[src/rtl/pcm_fsk_transmitter_if.sv]
// pcm_fsk_transmitter_if: sample input, coded outputs and FSK line of the transmitter
interface pcm_fsk_transmitter_if;
  logic [12:0] datain;
  logic [7:0]  pcmlog;
  logic [8:0]  checked;
  logic        fskdata;
  modport master (output datain, input pcmlog, checked, fskdata);
  modport slave (input datain, output pcmlog, checked, fskdata);
endinterface

[src/rtl/pcm_fsk_transmitter.sv]
// pcm_fsk_transmitter: A-law-style compressor, even-parity coder and 9-bit FSK serializer
module pcm_fsk_transmitter #(
  parameter int BIT_CYCLES = 16
) (
  input logic clk,
  input logic reset,
  pcm_fsk_transmitter_if.slave bus
);
  localparam int PW = $clog2(BIT_CYCLES);
  logic [11:0]   m;
  logic [2:0]    seg;
  logic [PW-1:0] phase_q, phase_d;
  logic [3:0]    bit_q, bit_d;
  logic [8:0]    sr_q, sr_d;
  logic          first_q, fsk_q, fsk_d, phase_wrap;
  assign m = bus.datain[11:0];
  always_comb begin
    seg = m[11] ? 3'd7 : m[10] ? 3'd6 : m[9] ? 3'd5 : m[8] ? 3'd4 :
          m[7] ? 3'd3 : m[6] ? 3'd2 : m[5] ? 3'd1 : 3'd0;
    bus.pcmlog = {bus.datain[12], seg, 4'(m >> (seg == 3'd0 ? 3'd1 : seg))};
    bus.checked = {bus.pcmlog, ^bus.pcmlog};
  end
  assign phase_wrap = phase_q == PW'(BIT_CYCLES - 1);
  // The first post-reset edge loads a frame without advancing phase, so bit 0 gets a full bit time
  always_comb begin
    phase_d = first_q ? '0 : phase_wrap ? '0 : phase_q + 1'b1;
    bit_d = first_q ? 4'd0 : !phase_wrap ? bit_q : bit_q == 4'd8 ? 4'd0 : bit_q + 4'd1;
    sr_d = first_q || (phase_wrap && bit_q == 4'd8) ? bus.checked : phase_wrap ? sr_q << 1 : sr_q;
    fsk_d = sr_d[8] ? phase_d[1] : phase_d[2];
  end
  always_ff @(posedge clk) begin
    if (reset) begin
      phase_q <= '0;
      bit_q   <= '0;
      sr_q    <= '0;
      first_q <= 1'b1;
      fsk_q   <= 1'b0;
    end else begin
      phase_q <= phase_d;
      bit_q   <= bit_d;
      sr_q    <= sr_d;
      first_q <= 1'b0;
      fsk_q   <= fsk_d;
    end
  end
  assign bus.fskdata = fsk_q;
endmodule

[src/flat_wrapper.sv]
// flat-port wrapper written by rule: the top's interface ports become plain ports
module pcm_fsk_transmitter_flat 
#(
  parameter int BIT_CYCLES = 16
)
  (clk, reset, bus_datain, bus_pcmlog, bus_checked, bus_fskdata);
  pcm_fsk_transmitter_if bus_i ();
  input logic clk;
  input logic reset;
  input wire logic [$bits(bus_i.datain)-1:0] bus_datain;
  output wire logic [$bits(bus_i.pcmlog)-1:0] bus_pcmlog;
  output wire logic [$bits(bus_i.checked)-1:0] bus_checked;
  output wire logic [$bits(bus_i.fskdata)-1:0] bus_fskdata;
  assign bus_i.datain = bus_datain;
  assign bus_pcmlog = bus_i.pcmlog;
  assign bus_checked = bus_i.checked;
  assign bus_fskdata = bus_i.fskdata;
  pcm_fsk_transmitter #(.BIT_CYCLES(BIT_CYCLES)) u_core (.clk(clk), .reset(reset), .bus(bus_i));
endmodule
[config.mk]
export PLATFORM = sky130hd
export DESIGN_NAME = pcm_fsk_transmitter_flat
export DESIGN_NICKNAME = d
export VERILOG_FILES = /design/src/rtl/pcm_fsk_transmitter_if.sv /design/src/rtl/pcm_fsk_transmitter.sv /design/src/flat_wrapper.sv
export SDC_FILE = /design/constraint.sdc
export NUM_CORES = 1
export LEC_CHECK = 0
export ABC_AREA = 1
export BUFFER_PORTS_ARGS = -buffer_cell sky130_fd_sc_hd__buf_4
export CAP_MARGIN = 25
export CORE_MARGIN = 4
export CORE_UTILIZATION = 54
export DETAILED_ROUTE_END_ITERATION = 10
export GPL_ROUTABILITY_DRIVEN = 0
export PLACE_DENSITY = 0.79
export SKIP_LAST_GASP = 1
export SYNTH_ARGS = -nofsm -noshare
export SYNTH_HDL_FRONTEND = slang
export SYNTH_SLANG_ARGS = --single-unit
export TNS_END_PERCENT = 20
[constraint.sdc]
create_clock -name clk -period 3.3 [get_ports clk]
set_clock_uncertainty 0.05 [all_clocks]
set_input_delay 0.66 -clock clk [delete_from_list [all_inputs] [get_ports clk]]
set_output_delay 0.66 -clock clk [all_outputs]
set_load 0.03 [all_outputs]
; Word-level counts from Yosys, hierarchy flattened
; Index checks and enable logic that the tools add are counted.
[op_classes]
n_shift = 1
addsub = 2
n_eq_ne = 2
reduce_logical = 7
mux = 15
[op_table]
columns = op, n
row1 = $mux 3, 9
row2 = $mux 9, 2
row3 = $shr 12x3->4, 1
row4 = $add 4x1->4 const B, 2
row5 = $eq 4x4->1 const B, 2
row6 = $reduce_xor 8->1, 1
row7 = $mux 4, 1
row8 = $logic_not 3->1, 1
row9 = $mux 1, 3
row10 = $reduce_or 3->1, 1
row11 = $reduce_bool 2->1, 1
row12 = $reduce_or 2->1, 1
row13 = $logic_and 1x1->1, 1
row14 = $logic_or 1x1->1, 1
[totals]
input_bits = 15
reg_bits = 19
elab_cells = 34
out_inout_bits = 18

; Logic depth before layout (Yosys ltp)
[logic_depth]
word_depth = 13
mapped_depth = 23
ltp_nobuf = 22

; Least setup slack after synthesis
; Ideal clock, no wire load.
[synth_timing]
path_type = input -> output
from = in bus_datain[6]
to = out bus_checked[0]
path_stages = 20
arrival_time_ps = 2899
required_time_ps = 2590
setup_slack_ps = -309
path_buffers = 1
path_cell_list = inv_2 > nand2_1 > nand2_1 > nand2_1 > nand2_2 > nand2_4 > nand2_2 > clkinv_1 > ha_1 > nand4_4 > buf_8 > nand4_2 > nand3_1 > nand3_1 > nand2_2 > nand2_1 > nand2_2 > nand2_1 > nand3_1 > and2_1
[synth_via]
elab_chain_len = 10
[synth_lines]
columns = item, line
row1 = from (decl), flat_wrapper.sv:10  ; input wire logic [$bits(bus_i.datain)-1:0] bus_datain;
row2 = $mux 3 (*) (2 in a row), pcm_fsk_transmitter.sv:19  ; m[7] ? 3'd3 : m[6] ? 3'd2 : m[5] ? 3'd1 : 3'd0;
row3 = $mux 3 (*) (4 in a row), pcm_fsk_transmitter.sv:18  ; seg = m[11] ? 3'd7 : m[10] ? 3'd6 : m[9] ? 3'd5 : m[8] ? 3'd4 :
row4 = net bus_checked[5], flat_wrapper.sv:12  ; output wire logic [$bits(bus_i.checked)-1:0] bus_checked;
row5 = $logic_not 3->1, pcm_fsk_transmitter.sv:20  ; bus.pcmlog = {bus.datain[12], seg, 4'(m >> (seg == 3'd0 ? 3'd1 : seg))};
row6 = $mux 3 (*), pcm_fsk_transmitter.sv:20
row7 = $shr 12x3->4 (*), pcm_fsk_transmitter.sv:20
row8 = net bus_checked[2], flat_wrapper.sv:12
row9 = $reduce_xor 8->1 (*), pcm_fsk_transmitter.sv:21  ; bus.checked = {bus.pcmlog, ^bus.pcmlog};
row10 = to (decl), flat_wrapper.sv:12
; Mark *: on every way through the listed nets, which the timed path passes. The rest lies on a longest branch.

; Worst setup path after layout
[layout_timing]
from = in bus_datain[6]
to = out bus_checked[0]
[layout_via]
elab_chain_len = 10
[layout_lines]
columns = item, line
row1 = $mux 3 (2 in a row), pcm_fsk_transmitter.sv:19
row2 = $mux 3 (4 in a row), pcm_fsk_transmitter.sv:18
row3 = $logic_not 3->1, pcm_fsk_transmitter.sv:20
row4 = $mux 3, pcm_fsk_transmitter.sv:20
row5 = $shr 12x3->4, pcm_fsk_transmitter.sv:20
row6 = $reduce_xor 8->1 (*), pcm_fsk_transmitter.sv:21
; Every way passes the cells marked *; elsewhere a longest branch is shown, timed or not.

==> metrics.txt <==
CTS tree built; WL final 5470 um; IO Count 33; sequential share of power 0.331; post-synthesis net count 247; port bufs 32; Slew Viols, Final 0; total CTS buffers 3; Seq cells post-synth 19; leakage power around 1.2 nW; Distinct cells, synth 37; max_slew headroom 0.473; final worst slack -310 ps; Worst Setup SP bus_datain[6]; Int Power 0.000454 W; fin area 2390 sq um; Area after DPL 2010 sq um; adder-cell share of the synthesized area 0.0320; global-route wire length before repair ~8400 um; largest net degree at the start of global routing 19; Required @ worst endpoint 2590 ps; worst hold stages 1; final period utilization 1.09; Avg Vias per Cell 5.85; Synth Area per Inst 6.86 sq um; post-synthesis sequential area ratio 0.243; area share of the largest cell type after synthesis 0.243; row cnt 19; Layout Cells excl Fill 322; vias in the first global route approximately 1.8k; Synth async-reset ratio 0; top cell type by total area after synthesis dfxtp_1; clk buf depth 2; Switch Pwr 0.000298 W; VDD IR-drop max 0.000434 V; largest family of logic cells by synthesized area simple AND/OR/NAND/NOR gates; Hold Crit Start u_core.phase_q[0]$_SDFF_PP0_; Simple-Gate Fraction of Synth Area 0.440; number of synthesized flops with an enable pin 0; switching share of total power 0.396; Die Y between 60 and 70 um; CTS sink cnt 19; Cells after Synth between 200 and 250; most frequent cell after synthesis nand2_1; Synth Area in XOR/XNOR 0.0280; failing checks negative setup slack; mapped cell area 1560 sq um; Logic pwr share 0.521; Max Fclk between 200 and 300 MHz; Die W 61.8 um; CP Capture Type output port; core region area about 2800 sq um; min Tclk post-route 3610 ps; Placed Cells incl. Taps 306; final-report setup violation count 3; pwr dens 314 nW/um^2; fin util 0.868; Final nets 311; GRT Resource Usage Total 0.299; initial antenna violation count 0; final hold violation count 0; Max Cap Violations 0; critical path class in -> out; hold_buf cts 0; share of layout cells above drive strength 1 0.509; total grt overflow 0; CTS root buf clkbuf_4; worst r2r src u_core.phase_q[0]$_SDFF_PP0_; worst-skew pair later-pin latency 290 ps; top post-synthesis cells by count 52 x nand2_1, 33 x nand3_1, 20 x inv_1; clock share of power 0.148; Iter 0 DRT Violations 239; DR vias 1883; CP Data Arrival Time 2900 ps; status finished, violations left; H-tree depth 1; drt wl/cell 17.0 um; post-synthesis compound-gate area fraction 0.0944; drt pass-1 iters 4; clock slew at reported path FFs 100 ps; top_reg_cell synth dfxtp_1; Final HPWL DP 2800 um; # DRC 0; YS warnings 0; post-synthesis mux area share 0; setup tns final -481 ps; Register-to-Register Path Depth 10; worst hold-check path type reg -> reg; DRT antenna net count 0; Starting Density 0.567; Worst Max-Slew Pin Slew 791 ps; antenna cell count 0; unrepaired setup endpoints after global routing yes; Die ar. 3820 sq um; critical path fanouts, max 5; Layout Area Growth over Synthesis 53.1%; synth top area cells dfxtp_1 24%, nand2_1 12%, nand3_1 11%, inv_1 4.8%, buf_4 4.3%; startpoint types input pin
==> through the flow <==
step | worst slack (ps) | total power [W] | hold WS, ps
final | -310 | 0.000752 | 406
after global routing | -429 | 0.000789 | 437
after CTS | -165 | 0.000720 | 405
after detailed placement | -254 | 0.000563 | 391
after global placement | -162 | 0.000558 | 389
after floorplan | 0.320 | 0.000460 | 368
==> layer usage <==
layer / track usage / vias to the layer above / wire length, um
li1: - / 878 / -
met1: 0.329 / 852 / 2030
met2: 0.544 / 120 / 2740
met3: 0.0764 / 33 / 416
met4: 0.121 / 0 / 280
met5: 0 / - / 0
==> sequential cells by signal, summed over array words and instances, names as in the netlist <==
signal / cells
u_core.bus.fskdata: 1
u_core.first_q: 1
u_core.bit_q: 4
u_core.phase_q: 4
u_core.sr_q: 9
==> worst max-delay path: stages <==
cell      delay (ps)
buf_8            100
inv_2             40
nand2_1           40
nand2_1           50
nand2_1           60
nand2_2           70
nand2_4           70
nand2_8           70
clkinv_4          50
ha_4             150
nand4_4          110
buf_12           150
nand3_4          160
nand2_1          120
nand3_1          110
nand2_1          130
nand2_2           70
nand2_4           80
nand2_2           60
nand2_2           90
nand3_2           80
nand3b_1         110
and2_4           140
buf_6            120
==> kinds of logic (layout without fill, tap and decap cells) <==
logic type / count (synthesis) / in the layout
xor gates and xnor gates: 5 / 5
AOI/OAI and AO/OA: 24 / 24
DFF: 19 / 19
buffers and inverters: 47 / 109
and+or+nand+nor: 129 / 130
adders and majority gates: 4 / 4
==> power groups by stage <==
stage | sequential, W | clock [W] | combinational (W)
finish | 0.000249 | 0.000111 | 0.000392
global route | 0.000250 | 0.000125 | 0.000414
CTS | 0.000248 | 0.000115 | 0.000358
detailed placement | 0.000253 | 0 | 0.000310
global placement | 0.000252 | 0 | 0.000306
floorplan | 0.000254 | 0 | 0.000206
==> what timing repair did <==
item / in CTS / in global routing
setup buffers: 9 / 1
pin swaps: 31 / 4
endpoints found under the setup margin: 1 / 7
gates cloned: 2 / 0
endpoints found under the hold margin: 0 / 0
resized for setup: 43 / 7
==> cell usage in the layout (no fill, tap or decap), types with 4 or more instances in the layout <==
cell type and instances:
nand2_1 39, buf_4 67, nor2_1 17, nand4_4 6, inv_1 19, nand3_2 20
xor2_1 4, nand3_1 13, a21oi_1 5, nand2_4 12, nand2_2 10, nand4_1 4
a31oi_1 4, inv_2 11, dfxtp_1 19, o21ai_0 8
==> area by class of cell <==
class / count / area [sq um]
Inverter: 32 / 128
Clock buffer: 4 / 26.3
Multi-Input combinational cell: 163 / 1200
Tap cell: 31 / 38.8
Fill cell: 143 / 363
Timing Repair Buffer: 73 / 617
Sequential cell: 19 / 380
==> worst paths after layout <==
check | endpoint | slack (ps)
worst min-delay path | u_core.phase_q[0]$_SDFF_PP0_ | 410
worst max-delay path | bus_checked[0] | -310
worst max register to register | u_core.sr_q[6]$_SDFFE_PP0P_ | 900
worst min register to register | u_core.phase_q[0]$_SDFF_PP0_ | 410
Power figures use the tool's default switching activity.
